## src/rtl/microseq_store.sv

```systemverilog
// Patchable clocked control store with integrated micro-sequencer: holds uPC,
// picks the next micro-address, and registers the control word for it.
module microseq_store #(
  parameter int unsigned WORD_W     = 34,
  parameter int unsigned ADDR_W     = 6,
  parameter int unsigned DEPTH      = 50,
  parameter int unsigned FETCH_ADDR = 0,
  parameter logic [WORD_W*DEPTH-1:0] INIT_VEC = '0
) (
  input  logic              clk,
  input  logic              reset,
  input  logic              stall,
  input  logic [1:0]        seq_op,
  input  logic              cond,
  input  logic [ADDR_W-1:0] jump_addr,
  input  logic [ADDR_W-1:0] dispatch_addr,
  input  logic              wr_en,
  input  logic [ADDR_W-1:0] wr_addr,
  input  logic [WORD_W-1:0] wr_data,
  input  logic              err_clr,
  output logic [WORD_W-1:0] ctrl_out,
  output logic [ADDR_W-1:0] upc,
  output logic              err
);

  localparam int unsigned EXT_W = ADDR_W + 1;
  localparam logic [EXT_W-1:0]  DEPTH_EXT  = EXT_W'(DEPTH);
  localparam logic [ADDR_W-1:0] FETCH_A    = ADDR_W'(FETCH_ADDR);
  localparam logic [WORD_W-1:0] FETCH_WORD = INIT_VEC[WORD_W*(DEPTH-FETCH_ADDR)-1 -: WORD_W];

  localparam logic [1:0] OP_INC  = 2'b00;
  localparam logic [1:0] OP_CJMP = 2'b01;
  localparam logic [1:0] OP_DISP = 2'b10;

  logic [WORD_W-1:0] mem      [DEPTH];
  logic [WORD_W-1:0] init_mem [DEPTH];
  logic [EXT_W-1:0]  nxt_ext;
  logic [ADDR_W-1:0] nxt;
  logic              seq_err;
  logic              wr_err;
  logic [WORD_W-1:0] rd_word;

  // Slice the ROM image; word 0 sits in the most significant bits.
  for (genvar g = 0; g < DEPTH; g++) begin : g_init
    assign init_mem[g] = INIT_VEC[WORD_W*(DEPTH-g)-1 -: WORD_W];
  end

  // Next-address select, computed one bit wider so ADDR_W overflow is caught.
  always_comb begin
    nxt_ext = '0;
    case (seq_op)
      OP_INC:  nxt_ext = {1'b0, upc} + EXT_W'(1);
      OP_CJMP: nxt_ext = cond ? {1'b0, jump_addr} : {1'b0, upc} + EXT_W'(1);
      OP_DISP: nxt_ext = {1'b0, dispatch_addr};
      default: nxt_ext = {1'b0, FETCH_A};
    endcase
    seq_err = (nxt_ext >= DEPTH_EXT);
    nxt     = seq_err ? FETCH_A : nxt_ext[ADDR_W-1:0];
    wr_err  = wr_en && ({1'b0, wr_addr} >= DEPTH_EXT);
  end

  // Read mux over implemented words only; nxt is always in range here.
  always_comb begin
    rd_word = '0;
    for (int i = 0; i < DEPTH; i++) begin
      if (nxt == ADDR_W'(i)) rd_word = mem[i];
    end
  end

  always_ff @(posedge clk) begin
    if (reset) begin
      for (int i = 0; i < DEPTH; i++) mem[i] <= init_mem[i];
      upc      <= FETCH_A;
      ctrl_out <= FETCH_WORD;
      err      <= 1'b0;
    end else begin
      // rd_word samples the pre-write array, so same-edge reads see the old word.
      for (int i = 0; i < DEPTH; i++) begin
        if (wr_en && (wr_addr == ADDR_W'(i))) mem[i] <= wr_data;
      end
      if (!stall) begin
        upc      <= nxt;
        ctrl_out <= rd_word;
        if (seq_err || wr_err) err <= 1'b1;
        else if (err_clr)      err <= 1'b0;
      end
    end
  end

endmodule

```

## config.mk

```make
export PLATFORM = sky130hd
export DESIGN_NAME = microseq_store
export DESIGN_NICKNAME = d
export VERILOG_FILES = /design/src/rtl/microseq_store.sv
export SDC_FILE = /design/constraint.sdc
export NUM_CORES = 2
export LEC_CHECK = 0
export CAP_MARGIN = 20
export CORE_ASPECT_RATIO = 1.5
export CORE_UTILIZATION = 40
export CTS_CLUSTER_SIZE = 20
export DETAILED_ROUTE_END_ITERATION = 16
export PLACE_DENSITY = 0.65
export SLEW_MARGIN = 10
export SYNTH_ARGS = -nofsm -noshare
export SYNTH_HDL_FRONTEND = slang
export SYNTH_SLANG_ARGS = --single-unit
export TNS_END_PERCENT = 10
```

## constraint.sdc

```tcl
create_clock -name clk -period 3.3 [get_ports clk]
set_input_delay 0.495 -clock clk [delete_from_list [all_inputs] [get_ports clk]]
set_output_delay 0.495 -clock clk [all_outputs]
set_load 0.02 [all_outputs]
```

# Word level (Yosys, flattened, before mapping)
# Memories as Yosys holds them, arrays and structs flattened.
# Cells that the tools add are included.
[op_classes] add_sub_neg=1 n_lt_le_gt_ge=2 eq_ne=100 mux=257 n_bitwise=51 reduce_logical=57
[ops] operator="34-bit 2-to-1 mux" count=100
[ops] operator="6-bit equality test, second input constant" count=36
[ops] operator="6-bit by 5-bit equality test with 1-bit output, second input constant" count=32
[ops] operator="1-bit 2-to-1 mux" count=154
[ops] operator="6-bit by 4-bit equality test with 1-bit output, second input constant" count=16
[ops] operator="1-bit logical AND" count=51
[ops] operator="1-bit bitwise OR" count=50
[ops] operator="6-bit by 3-bit equality test with 1-bit output, second input constant" count=8
[ops] operator="6-bit by 2-bit equality test with 1-bit output, second input constant" count=4
[ops] operator="7-bit case mux with 3 select lines" count=1
[ops] operator="6-bit by 1-bit equality test with 1-bit output, second input constant" count=2
[ops] operator="6-bit logical NOT" count=2
[ops] operator="6-bit by 1-bit adder with 7-bit output, second input constant" count=1
[ops] operator="7-bit by 6-bit >= comparator with 1-bit output, second input constant" count=1
[ops] operator="7-bit 2-to-1 mux" count=1
[ops] operator="6-bit >= comparator, second input constant" count=1
[ops] operator="6-bit 2-to-1 mux" count=1
[ops] operator="2-bit by 1-bit equality test with 1-bit output, second input constant" count=1
[ops] operator="2-bit equality test, second input constant" count=1
[ops] operator="2-bit logical NOT" count=1
[ops] operator="2-bit AND reduction" count=1
[ops] operator="2-bit nonzero test" count=1
[ops] operator="1-bit logical OR" count=1
[ops] operator="1-bit NOT" count=1
[totals] reg_bits=41 ram_bits=1700 in_bits=60 output_inout_bits=41 wordCells=472 n_memories=1
[memory_table] memory="mem" depth=50 word_bits=34 read_ports=50 rd_ports_with_merged_regs=0 wr=50 line="35" text="logic [WORD_W-1:0] mem [DEPTH];"

# Logic depth before layout (Yosys ltp)
[depth] ltp_word=56 depth_mapped=18

# Least setup slack after synthesis
# OpenSTA, ideal clock, no wires.
[synth_path] path_kind="register to register" startpoint="reg upc[0]" endpoint="reg ctrl_out[29]" setup_ps=122 t_arrival_ps=3447 setup_slack_ps=-269 stages_incl_launch_ff=15 path_buffers=3 cell_sequence="dfxtp_1 > ha_1 > buf_4 > nand2_1 > or4_4 > a311oi_4 > a311o_1 > buf_2 > nand3_1 > clkbuf_1 > o22ai_1 > a21oi_1 > a21oi_1 > nand3_1 > a221o_1"
[synth_via] elab_chain_cells=56 word_cells_on_any_way=105 cone_classes="1 x add/sub; 1 x order compare; 49 x eq/ne; 53 x mux; 1 x reduce/logical"
[synth_rtl] item="start, declared" line="22" text="output logic [ADDR_W-1:0] upc,"
[synth_rtl] item="start signal, assigned" line="82" text="upc <= nxt;"
[synth_rtl] item="6-bit by 1-bit adder with 7-bit output *" line="52, 53"
[synth_rtl] item="7-bit 2-to-1 mux" line="53" text="OP_CJMP: nxt_ext = cond ? {1'b0, jump_addr} : {1'b0, upc} + EXT_W'(1);"
[synth_rtl] item="7-bit case mux with 3 select lines *" line="51" text="case (seq_op)"
[synth_rtl] item="7-bit by 6-bit >= comparator with 1-bit output" line="57" text="seq_err = (nxt_ext >= DEPTH_EXT);"
[synth_rtl] item="6-bit 2-to-1 mux *" line="58" text="nxt = seq_err ? FETCH_A : nxt_ext[ADDR_W-1:0];"
[synth_rtl] item="6-bit logical NOT" line="66" text="if (nxt == ADDR_W'(i)) rd_word = mem[i];"
[synth_rtl] item="34-bit 2-to-1 mux (49 in a row)" line="66"
[synth_rtl] item="34-bit 2-to-1 mux *" line="66"
[synth_rtl] item="end signal, assigned" line="83" text="ctrl_out <= rd_word;"
[synth_rtl] item="end, declared" line="21" text="output logic [WORD_W-1:0] ctrl_out,"
# Every way passes the cells marked *; elsewhere a longest branch is shown, timed or not.
# A chain may end at the register's enable or synchronous reset.

# Worst setup path in the final report
[layout_path] startpoint="reg upc[1]" endpoint="reg ctrl_out[11]"
# The elaborated chain is that of the path after synthesis.

==> out/results.ini <==
[timing]
clock.fmax_mhz = 251
period_needed_ns = 3.98
setup_ws_ns = -0.685
setup_viol = 34
rsz0062_at_grt = yes
fin_skew_ns = 0.0827
relSlewSlack_pct = 42.7
finalMaxSlewViolations = 0
worst_pin_slew_ns = 0.860
hold_viol_final = 0
post-route-period-util_pct = 121

[route]
drtAntennaViolNets = 0
drt_pass1_iterations = 8
via_per_inst = 6.34
wl_per_cell_um = 37.4
drt_iter0_drc = 9181
drt_wl_total_um = 361000
vias = 61100
drc = 0

[die]
die_y_um = 526
start_util_pct = 40.2
fp.coreArea_um2 = 182000
dieArea_um2 = 185000
die_w_um = 351
num_rows = 192
io_pins = 101

[cts]
root_buffer = clkbuf_16
cts_tree = done
cts.sinks = 1741
insertion_delay_ns = 0.88
cts_buffers = 169
path_clk_slew_ns = 0.07
htreeDepth = 4
clk_path_buf_depth = 4

[synthesis]
synth.area.mux_share_pct = 0.0683
syn_area_per_cell_um2 = 12.6
yosys_warnings = 0
synth_top_family_by_area = compound AO/OA/AOI/OAI gates
seq_area_frac_synth_pct = 70.8
synth-edff-count = 1700
synthSimpleGateAreaFrac_pct = 12.6
syn_inst = 5806
async_flop_share_pct = 0
synth_area_um2 = 73300
synth-seq-cells = 1741
synth-compound-area-share_pct = 13.3
synthFlopType = edfxtp_1
synth_xor_xnor_area_share_pct = 0.0359
synth_cell_types = 94
syn_nets = 5867
synth-adder-area-share_pct = 0.0171

[global_route]
use_met2_pct = 61.1
gr-total-overflow = 0
antenna_found_initial = 19
busiest_layer = met2
grt_start_max_net_pins = 50
grtUsageMet1_pct = 42.4
grt_util_met3_pct = 8.59
track_usage_pct = 38.7
grt_pass1_vias = 59500
grt_pass1_wl_um = 488000

[placement]
dp_hpwl_um = 266000
gp_congestion = 1.09
portBuffers = 100
post-place-cells = 9251
place_area_um2 = 88800

[pwr]
p_leak_uw = 0.0348
p_per_area_nw_per_um2 = 554
ir_worst_vdd_mv = 0.452

[cells_and_area]
regArea_um2 = 51900
nFillCells = 15500
final_cells = 9650
post-route-cell-area_um2 = 97600
syn_to_final_growth_pct = 33.1
multiInputGateArea_um2 = 21800
num-nets-final = 7142
drive_gt1_share_pct = 31.2

[status]
violations = negative setup slack
status = finished, violations left

[hold_path]
min_path_cells = 2
hold_path_class = in2reg

[setup_path]
setup.worst_path.class = reg2reg
cp.required_ns = 4.02
r2r_cells = 19
cp_max_fo = 11
crit_path_end_kind = flip-flop
crit_arrival_ns = 4.70
critPathLaunchType = flip-flop

[job]
maxCapViolCount = 0

-- layer usage --
layer / up-vias / share of wire [%]
met4: 10 / 12
li1: 24600 / -
met5: - / 0.019
met1: 30400 / 31
met3: 1481 / 10
met2: 4635 / 46
-- cells in the final DEF, fill, tap and decap left out, drive strengths merged, types with 19 or more instances in the layout --
cell / synthesis / routed
a31oi: 48 / 48
a221oi: 119 / 119
nor2: 1430 / 1430
a222oi: 45 / 45
a22oi: 96 / 96
nor3: 120 / 120
a22o: 30 / 30
inv: 62 / 67
clkdlybuf4s50: 0 / 97
buf: 139 / 1494
a211oi: 32 / 32
o211ai: 34 / 34
o22a: 19 / 19
clkbuf: 352 / 207
a21o: 25 / 25
edfxtp: 1700 / 1700
nor4: 43 / 43
a221o: 38 / 38
nand2: 260 / 260
dfxtp: 41 / 41
nand3: 101 / 101
a2111oi: 24 / 24
nand4: 43 / 43
nand2b: 82 / 82
o22ai: 188 / 188
o21ai: 192 / 192
a21oi: 207 / 207
clkinv: 0 / 66
o221ai: 87 / 87
-- state kept, by name (all words and copies together) (netlist names) --
signal	cells
mem	1700
ctrl_out	34
upc	6
err	1
-- critical path, cell delays in order (launching register included) --
cell and delay [ns]:
dfxtp_4 0.37, buf_6 0.12, nand3_2 0.16, buf_4 0.21, or3_4 0.38, a31oi_4 0.25, buf_4 0.19, buf_12 0.18
nand4_1 0.25, buf_6 0.22, buf_8 0.11, buf_4 0.17, o22ai_1 0.20, nor3_2 0.09, o221ai_1 0.21, buf_4 0.19
a21oi_2 0.07, buf_4 0.20, a211oi_2 0.21, nor4_1 0.07
-- cell type report --
cell class / instances / area share, %
tap: 2425 / 3.11
inverter: 62 / 0.239
clock buffer: 207 / 4.62
antenna: 12 / 0.0308
timing repair buffer: 1595 / 15.5
multi-input combinational: 3512 / 22.4
sequential: 1741 / 53.2
clock inverter: 96 / 0.965
-- synthesized netlist by cell type (32+ instances only) --
cell | n | area (um2)
nor2_1 | 1427 | 5360
a222oi_1 | 45 | 450
o21ai_0 | 167 | 836
buf_2 | 103 | 515
nor4_1 | 35 | 219
clkbuf_1 | 352 | 1320
o22ai_1 | 188 | 1180
dfxtp_1 | 41 | 821
a221oi_1 | 119 | 1040
inv_1 | 62 | 233
a22oi_1 | 96 | 721
a21oi_1 | 206 | 1030
edfxtp_1 | 1700 | 51000
nand4_1 | 42 | 263
a221o_1 | 38 | 380
nand2_1 | 257 | 965
a31oi_1 | 47 | 294
nand2b_1 | 82 | 513
o211ai_1 | 32 | 240
nor3_1 | 97 | 485
nand3_1 | 95 | 475
o221ai_1 | 85 | 744
-- report_power, final --
group          switching [uW]  internal (uW)
clock                    8830          10900
combinational            5070           2960
sequential                579          25700
total                   14500          39600
-- repair_timing --
| item | 4_1_cts | 5_1_grt |
|---|---|---|
| gates cloned | 2 | 0 |
| pin swaps | 124 | 35 |
| hold endpoints to repair | 2 | 0 |
| hold buffers | 1 | 0 |
| resized for setup | 448 | 72 |
| setup buffers | 73 | 12 |
| setup endpoints to repair | 34 | 34 |
-- cells by family (layout without fill, tap and decap cells) --
group	Yosys count	in the layout
fa+ha+maj	1	1
mux	5	5
simple gates	2157	2157
buf+inv	553	1960
flops	1741	1741
other cells	0	12
compound gates	1346	1346
xor+xnor	3	3
-- through the flow --
step | util, % | setup WS, ns | total power, uW | hold WS [ns] | TNS, ns
floorplan | - | -0.0296 | 28800 | 0.477 | -0.164
global placement | 48.8 | -2.56 | 33600 | 0.466 | -63.90
detailed placement | 48.8 | -2.56 | 33700 | 0.487 | -63.55
CTS | 53.3 | -0.547 | 53600 | 0.136 | -16.45
global route | 53.6 | -0.724 | 54800 | 0.165 | -21.30
finish | 53.6 | -0.685 | 54100 | 0.170 | -19.07
-- path summary, 6_finish.rpt --
path,startpoint,to,slack (ns)
worst min-delay path,stall,ctrl_out[8],0.17
worst max register to register,upc[1],ctrl_out[11],-0.68
worst max-delay path,upc[1],ctrl_out[11],-0.68
worst min register to register,ctrl_out[8],ctrl_out[8],0.50
(Power assumes the default switching activity.)
